`src/rtl/fetch_pkg.sv`:
```
// Shared types and sizing for the Fetch0 control slice.
// Pure declarations: no logic, no latency.
// Counter widths here bound the credit/outstanding checks in fetch_ctrl.
package fetch_pkg;
  localparam int IQ_DEPTH  = 8;   // instQueue entries, i.e. credit pool size
  localparam int MAX_OUTST = 4;   // Icache requests allowed in flight
  localparam int DEQ_W     = 2;   // max instQueue pops per cycle
  localparam int EPOCH_W   = 2;   // fetch epoch tag width

  localparam int DEQ_CW  = $clog2(DEQ_W + 1);
  localparam int USED_W  = $clog2(IQ_DEPTH + 1);
  localparam int OUTST_W = $clog2(MAX_OUTST + 1);

  typedef enum logic [1:0] {
    INIT  = 2'd0,
    RUN   = 2'd1,
    REDIR = 2'd2
  } fetch_state_e;

  typedef enum logic [1:0] {
    SRC_NONE = 2'd0,
    SRC_WB   = 2'd1,
    SRC_DEC  = 2'd2,
    SRC_BP   = 2'd3
  } redir_src_e;
endpackage

```
`src/rtl/fetch_redir_arb.sv`:
```
// Fixed-priority redirect select (wb > dec > bp) with decode epoch filtering.
// Latency: purely combinational, result is registered by the caller.
// Backpressure: none; losing requests are dropped, never held.
module fetch_redir_arb
  import fetch_pkg::*;
(
  input  logic               wb_redir_i,
  input  logic [63:0]        wb_redir_pc_i,
  input  logic               dec_redir_i,
  input  logic [63:0]        dec_redir_pc_i,
  input  logic [EPOCH_W-1:0] dec_epoch_i,
  input  logic [EPOCH_W-1:0] cur_epoch_i,
  input  logic               bp_redir_i,
  input  logic [63:0]        bp_redir_pc_i,
  output redir_src_e         win_src_o,
  output logic [63:0]        win_pc_o
);

  // Pick the highest-priority live source; decode from an older epoch is stale
  always_comb begin
    win_src_o = SRC_NONE;
    win_pc_o  = '0;
    if (wb_redir_i) begin
      win_src_o = SRC_WB;
      win_pc_o  = wb_redir_pc_i;
    end else if (dec_redir_i && (dec_epoch_i == cur_epoch_i)) begin
      win_src_o = SRC_DEC;
      win_pc_o  = dec_redir_pc_i;
    end else if (bp_redir_i) begin
      win_src_o = SRC_BP;
      win_pc_o  = bp_redir_pc_i;
    end
  end

endmodule

```
`src/rtl/fetch_ctrl.sv`:
```
// Fetch0 sequencer: redirect arbitration, fetch epoch, IQ-credit / in-flight accounting.
// Latency: redirect winner at cycle N shows on redir_o/redir_pc_o/flush_o/epoch_o at N+1.
// Backpressure: stall_f0_o from registered credits/in-flight/state plus live ic_ready_i.
module fetch_ctrl
  import fetch_pkg::*;
(
  input  logic               clk,
  input  logic               rst,
  input  logic               ic_init_done_i,
  input  logic               wb_redir_i,
  input  logic [63:0]        wb_redir_pc_i,
  input  logic               dec_redir_i,
  input  logic [63:0]        dec_redir_pc_i,
  input  logic [EPOCH_W-1:0] dec_epoch_i,
  input  logic               bp_redir_i,
  input  logic [63:0]        bp_redir_pc_i,
  input  logic               f0_valid_i,
  input  logic               ic_ready_i,
  input  logic               ic_resp_i,
  input  logic [EPOCH_W-1:0] ic_resp_epoch_i,
  input  logic [DEQ_CW-1:0]  iq_deq_cnt_i,
  output logic               redir_o,
  output logic [63:0]        redir_pc_o,
  output logic               stall_f0_o,
  output logic               flush_o,
  output logic [EPOCH_W-1:0] epoch_o
);

  fetch_state_e       state_q;
  logic               redir_q;
  logic [63:0]        redir_pc_q;
  logic               flush_q;
  logic [EPOCH_W-1:0] epoch_q;
  logic               pend_q;
  logic [63:0]        pend_pc_q;
  logic [USED_W-1:0]  used_q, used_d;
  logic [OUTST_W-1:0] outst_q, outst_d;
  redir_src_e         win_src;
  logic [63:0]        win_pc;
  logic               fire;
  logic               stale_resp;

  fetch_redir_arb u_arb (
    .wb_redir_i     (wb_redir_i),
    .wb_redir_pc_i  (wb_redir_pc_i),
    .dec_redir_i    (dec_redir_i),
    .dec_redir_pc_i (dec_redir_pc_i),
    .dec_epoch_i    (dec_epoch_i),
    .cur_epoch_i    (epoch_q),
    .bp_redir_i     (bp_redir_i),
    .bp_redir_pc_i  (bp_redir_pc_i),
    .win_src_o      (win_src),
    .win_pc_o       (win_pc)
  );

  // A full pool only frees on the cycle after a pop, since used_q is registered
  assign stall_f0_o = (state_q != RUN) | (used_q == USED_W'(IQ_DEPTH)) |
                      (outst_q == OUTST_W'(MAX_OUTST)) | !ic_ready_i;
  assign fire       = f0_valid_i & ic_ready_i & !stall_f0_o;
  assign stale_resp = ic_resp_i & (ic_resp_epoch_i != epoch_q);

  // Next credit state; a flush drops queue content but keeps in-flight slots reserved
  always_comb begin
    outst_d = outst_q + OUTST_W'(fire) - OUTST_W'(ic_resp_i);
    if (flush_q) begin
      used_d = USED_W'(outst_d);
    end else begin
      used_d = used_q + USED_W'(fire) - USED_W'(iq_deq_cnt_i) - USED_W'(stale_resp);
    end
  end

  // Credit and in-flight counters
  always_ff @(posedge clk) begin
    if (rst) begin
      used_q  <= '0;
      outst_q <= '0;
    end else begin
      used_q  <= used_d;
      outst_q <= outst_d;
    end
  end

  // Control FSM with registered redirect, flush and epoch outputs
  always_ff @(posedge clk) begin
    if (rst) begin
      state_q    <= INIT;
      redir_q    <= 1'b0;
      redir_pc_q <= '0;
      flush_q    <= 1'b0;
      epoch_q    <= '0;
      pend_q     <= 1'b0;
      pend_pc_q  <= '0;
    end else begin
      redir_q <= 1'b0;
      flush_q <= 1'b0;
      unique case (state_q)
        INIT: begin
          // Only a writeback target survives init; it is replayed on the first RUN cycle
          if (wb_redir_i) begin
            pend_q    <= 1'b1;
            pend_pc_q <= wb_redir_pc_i;
          end
          if (ic_init_done_i) begin
            state_q <= RUN;
            pend_q  <= 1'b0;
            if (wb_redir_i || pend_q) begin
              redir_q    <= 1'b1;
              redir_pc_q <= wb_redir_i ? wb_redir_pc_i : pend_pc_q;
            end
          end
        end
        RUN, REDIR: begin
          if (win_src != SRC_NONE) begin
            state_q    <= REDIR;
            redir_q    <= 1'b1;
            redir_pc_q <= win_pc;
            flush_q    <= (win_src == SRC_WB);
            if (win_src != SRC_BP) begin
              epoch_q <= epoch_q + EPOCH_W'(1);
            end
          end else begin
            state_q <= RUN;
          end
        end
        default: state_q <= INIT;
      endcase
    end
  end

  // Counters must never wrap; a violation means an upstream protocol error
  always_ff @(posedge clk) begin
    if (!rst) begin
      assert (int'(outst_q) + int'(fire) - int'(ic_resp_i) >= 0);
      assert (int'(outst_q) + int'(fire) - int'(ic_resp_i) <= MAX_OUTST);
      if (!flush_q) begin
        assert (int'(used_q) + int'(fire) - int'(iq_deq_cnt_i) - int'(stale_resp) >= 0);
        assert (int'(used_q) + int'(fire) - int'(iq_deq_cnt_i) - int'(stale_resp) <= IQ_DEPTH);
      end
    end
  end

  assign redir_o    = redir_q;
  assign redir_pc_o = redir_pc_q;
  assign flush_o    = flush_q;
  assign epoch_o    = epoch_q;

endmodule

```
`config.mk`:
```
export PLATFORM = sky130hd
export DESIGN_NAME = fetch_ctrl
export DESIGN_NICKNAME = d
export VERILOG_FILES = /design/src/rtl/fetch_pkg.sv /design/src/rtl/fetch_redir_arb.sv /design/src/rtl/fetch_ctrl.sv
export SDC_FILE = /design/constraint.sdc
export NUM_CORES = 1
export LEC_CHECK = 0
export ABC_AREA = 1
export CORE_UTILIZATION = 46
export CTS_CLUSTER_SIZE = 10
export DETAILED_ROUTE_END_ITERATION = 10
export PLACE_DENSITY_LB_ADDON = 0.25
export SYNTH_ARGS = -nofsm -noshare
export SYNTH_HDL_FRONTEND = slang
export SYNTH_SLANG_ARGS = --single-unit
export TNS_END_PERCENT = 10
```
`constraint.sdc`:
```
create_clock -name clk -period 3.3 [get_ports clk]
set_input_delay 0.66 -clock clk [delete_from_list [all_inputs] [get_ports clk]]
set_output_delay 0.66 -clock clk [all_outputs]
set_load 0.03 [all_outputs]
```
# == Word-level counts from Yosys, hierarchy flattened ==
# Cells that the tools add are included.
# classes
n_addsub,6
eq_ne,12
mux,21
n_bitwise,8
reduce_logical,14
# op_table
operator,count
2-to-1 mux 64 bit,7
one-hot mux 64 bit (2 select lines),1
2-to-1 mux 2 bit,5
"!= test 2 bit, second input constant",4
nonzero test 2 bit,3
2-to-1 mux 1 bit,5
adder 4 x 1 -> 4 bit,1
"equality test 2 x 1 -> 1 bit, second input constant",2
"equality test 4 bit, second input constant",1
one-hot mux 2 bit (2 select lines),1
AND reduction 4 bit,1
OR reduction 2 bit,2
subtractor 4 x 1 -> 4 bit,1
subtractor 4 x 2 -> 4 bit,1
adder 3 x 1 -> 3 bit,1
bitwise AND 1 bit,3
"equality test 3 bit, second input constant",1
2-to-1 mux 3 bit,1
OR 1 bit,3
AND reduction 3 bit,1
OR reduction 3 bit,1
subtractor 3 x 1 -> 3 bit,1
"adder 2 x 1 -> 2 bit, second input constant",1
equality test 2 bit,1
10 further kinds,12
# word_totals
regBits,142
output_inout_bits,69
wordCells,71

# == Depth between registers and ports, before layout ==
# logic_depth
ltp_word,10
mapped_depth,15

# == Hierarchy ==
# A second synthesis with hierarchy kept.
# unflattened
hier_cells,1712
area_unflattened_um2,9379.0
# modules_own_cells
module,instances,cells_each,area_per_inst_um2,seq_area_each_um2
fetch_ctrl,1,1205,7220.7,2842.7
fetch_redir_arb,1,507,2158.3,0.0

# == Worst setup path before layout ==
# OpenSTA, ideal clock, no wires.
# synth_path
path_kind,input-to-reg
from,input ic_resp_epoch_i[0]
to,register used_q[2]
setup_ps,123
arrival_time_ps,2501
required_time_ps,3177
slack_ps,677
cell_stages,8
n_path_buf,0
path_cell_list,xor2_1 -> o21ai_0 -> fa_1 -> fa_1 -> ha_1 -> inv_1 -> fa_1 -> a22oi_1
# synth_between
elab_chain_cells,4
# synth_rtl
item,line_no,text
from (decl),fetch_ctrl.sv:20,"input logic [EPOCH_W-1:0] ic_resp_epoch_i,"
!= test 2 bit,fetch_ctrl.sv:60,assign stale_resp = ic_resp_i & (ic_resp_epoch_i != epoch_q);
bitwise AND 1 bit,fetch_ctrl.sv:60,
subtractor 4 x 1 -> 4 bit,fetch_ctrl.sv:68,used_d = used_q + USED_W'(fire) - USED_W'(iq_deq_cnt_i) - USED_W'(stale_resp);
2-to-1 mux 3 bit,fetch_ctrl.sv:65,if (flush_q) begin
to (signal assigned),fetch_ctrl.sv:78,used_q <= used_d;
to (decl),fetch_ctrl.sv:36,"logic [USED_W-1:0] used_q, used_d;"
# Every way passes these cells.
# A chain may end at the register's enable or synchronous reset.

# == Worst setup path in the final report ==
# Same ends and word-level chain as after synthesis.

==> summary.txt <==
STA
  – Max-slew violations: 0
  – Relative slew margins: around 27%
  – Worst Clk Skew: 0.00836 ns
  – # setup viols final: 0
  – Final Hold Slack: 0.482 ns
  – Tmin final: ~2.8 ns
  – Worst slew pin tran: 1.09 ns
  – Setup TNS: 0 ns
  – Post-route clock period utilization: 85.9%
  – RSZ-0062 raised after global routing: false
  – Highest Clock Rate: 353 MHz
  – Final WS setup: 0.465 ns
  – Final Hold Violating Endpoints: 0

Global routing
  – First-pass GRT wire length: 39,300 µm
  – GRT overflow: 0
  – Tot GR Track Use: 27.8%
  – Initial antenna violation count: 0
  – Vias in the first global route: 8,070
  – Pin count of the biggest net entering global routing: 123

Place
  – Dpl ws: 0.0182 ns
  – IO buf count: 275
  – Detailed Place HPWL: 16,900 µm
  – Gp weighted congestion: 0.800

Yosys
  – Post-synthesis mux area share: 0%
  – YS warnings: 0
  – Seq/Total Area, Yosys: about 36%
  – Syn_nets: 1,406
  – Largest family of logic cells by synthesized area: simple AND/OR/NAND/NOR gates
  – Post-synth cell types: 29
  – Mapped Cells: 1,185
  – Post-Synth XOR/XNOR Area: 0.334%
  – Post-synthesis compound-gate area fraction: 19.2%
  – Number of synthesized register bits: 142
  – Mapped Area: 0.00788 mm²
  – Avg Inst Size Synth: 6.65 µm²
  – Simple-gate portion of the synthesized area: approximately 28%
  – Adder-cell share of the synthesized area: 2.61%

Floorplan
  – Core region area: 0.0166 mm²
  – Die area: between 0.015 and 0.02 mm²
  – Die height: approximately 130 µm
  – Die width: 133 µm
  – Number of I/O pins: ~280
  – Row count: 47
  – Initial core utilization: a little under half

Layout
  – # nets final: roughly 1,600
  – Most common cell after layout, fill and taps aside: clkdlybuf4s50_1
  – Most frequent cells in the layout: clkdlybuf4s50_1 (273), nand3_1 (197), nand2_1 (157)
  – FILL cells: 1,536
  – Layout area overhead: 41.5%
  – Antenna Cells: 0
  – Final Core Density: 67.0%
  – Layout cells sized above 1: around 4.9%

Setup path
  – CP max FO: 1
  – Worst Setup End Kind: register
  – Max stage delay on crit path: 0.47 ns
  – Worst Setup Start Kind: input port
  – Kind of critical path: input port to register
  – Critical path, cell by cell: clkdlybuf4s50_1 -> xor2_1 -> o21ai_0 -> fa_1 -> fa_1 -> ha_1 -> inv_1 -> fa_1 -> a22oi_1
  – CP max-delay cell: clkdlybuf4s50_1
  – Most used cell, CP: fa_1
  – Worst path required time: 3.64 ns
  – CP Data Arrival Time: between 3 and 4 ns

Power
  – Power Density: about 670 mW/mm²
  – Leak Pwr: 4.93 nW
  – Max IR drop VDD: 403 µV

Clock tree
  – Clock transition at path regs: 0.06 ns
  – CTS H-tree depth: 4
  – Clk buf depth: 2
  – Hold Buf Count CTS: 0
  – Post-CTS Resized: 0
  – CTS tree: done
  – Postcts setup bufs: 0
  – Cts bufs inserted: 17
  – Root Buffer: clkbuf_16
  – Clk_lat worst skew: 0.42 ns
  – Sink Count: 142

Drt
  – Final ANT Viol Nets: 0
  – Initial detailed-routing violation count: 457
  – Vias/cell: 5.19
  – Final Routed Wirelength: 24,200 µm
  – Avg WL per Cell: 14.8 µm
  – DR DRC count: 0
  – DR vias: around 8,500
  – Initial DRT Pass Iterations: 5

Run
  – Max-cap check violation count: 0

Min path
  – Worst Hold Class: register to register

Status
  – Status: finished, final reports clean
registers in the layout, summed over array words and instances (netlist names):
name / count
redir_pc_o: 64
flush_o: 1
epoch_o: 2
redir_o: 1
used_q: 4
pend_q: 1
outst_q: 3
pend_pc_q: 64
state_q: 2
final cells by class:
cell class / instances / area, µm² / share of cell area, %
clock buffer: 25 / 505 / 4.53
clock inverter: 6 / 57.6 / 0.516
inverter: 157 / 594 / 5.33
multi-input combinational: 791 / 3930 / 35.3
sequential: 142 / 2840 / 25.5
tap: 220 / 275 / 2.47
timing repair buffer: 298 / 2940 / 26.4
path summary, 6_finish.rpt:
path                 startpoint  slack, ns            end  cells after the start
max reg2reg          epoch_o[0]       0.78      used_q[2]                      8
min               pend_pc_q[58]       0.48  pend_pc_q[58]                      2
max          ic_resp_epoch_i[0]       0.47      used_q[2]                      9
min reg2reg       pend_pc_q[58]       0.48  pend_pc_q[58]                      2
metal layers:
metal  routed length [µm]  vias up  GRT usage, %
met5                    0        -             0
met4                  602        0          10.8
met3                 1890       41          7.09
met2                11700      299          47.6
met1                10000     3828          33.2
li1                     -     4332             -
synthesized netlist by cell type (all sizes together):
cell,number,area share [%]
a211oi,62,5.9
a21boi,1,0.095
a21oi,69,4.4
a22oi,1,0.095
buf,62,5.1
clkbuf,33,1.6
dfxtp,142,36
fa,4,1.0
ha,10,1.6
inv,157,7.5
nand2,161,7.8
nand3,198,13
nor2,147,7.2
o211a,1,0.13
o211ai,1,0.095
o21ai,132,8.5
or2,1,0.079
xor2,3,0.33
critical path: cells and delay by family:
| kind | cells | cell delay (ns) |
|---|---|---|
| compound gates | 2 | 0.31 |
| xor+xnor | 1 | 0.14 |
| fa+ha+maj | 4 | 1.52 |
| buf+inv | 2 | 0.54 |
kinds of logic (layout without fill, tap and decap cells):
family	count (synthesis)	after routing
adder cells (fa/ha/maj)	14	14
XOR/XNOR	3	3
buffers and inverters	252	486
flip-flops	142	142
AND/OR/NAND/NOR	507	507
AO/OA/AOI/OAI	267	267
report_power, final:
part           total [mW]  leakage (nW)  internal, mW  switching, mW
sequential           2.42          1.17          2.17          0.252
clock                1.82         0.279          1.13          0.696
combinational        3.22          3.48          1.25           1.96
metrics by stage:
stage	instance area, µm²	power (mW)	instances
final	11100	7.46	1639
after CTS	11100	7.49	1639
after floorplan	7880	4.51	1185
after detailed placement	10600	5.65	1608
after global placement	10600	5.59	1608
after global routing	11100	7.90	1639
(Power assumes the default switching activity.)
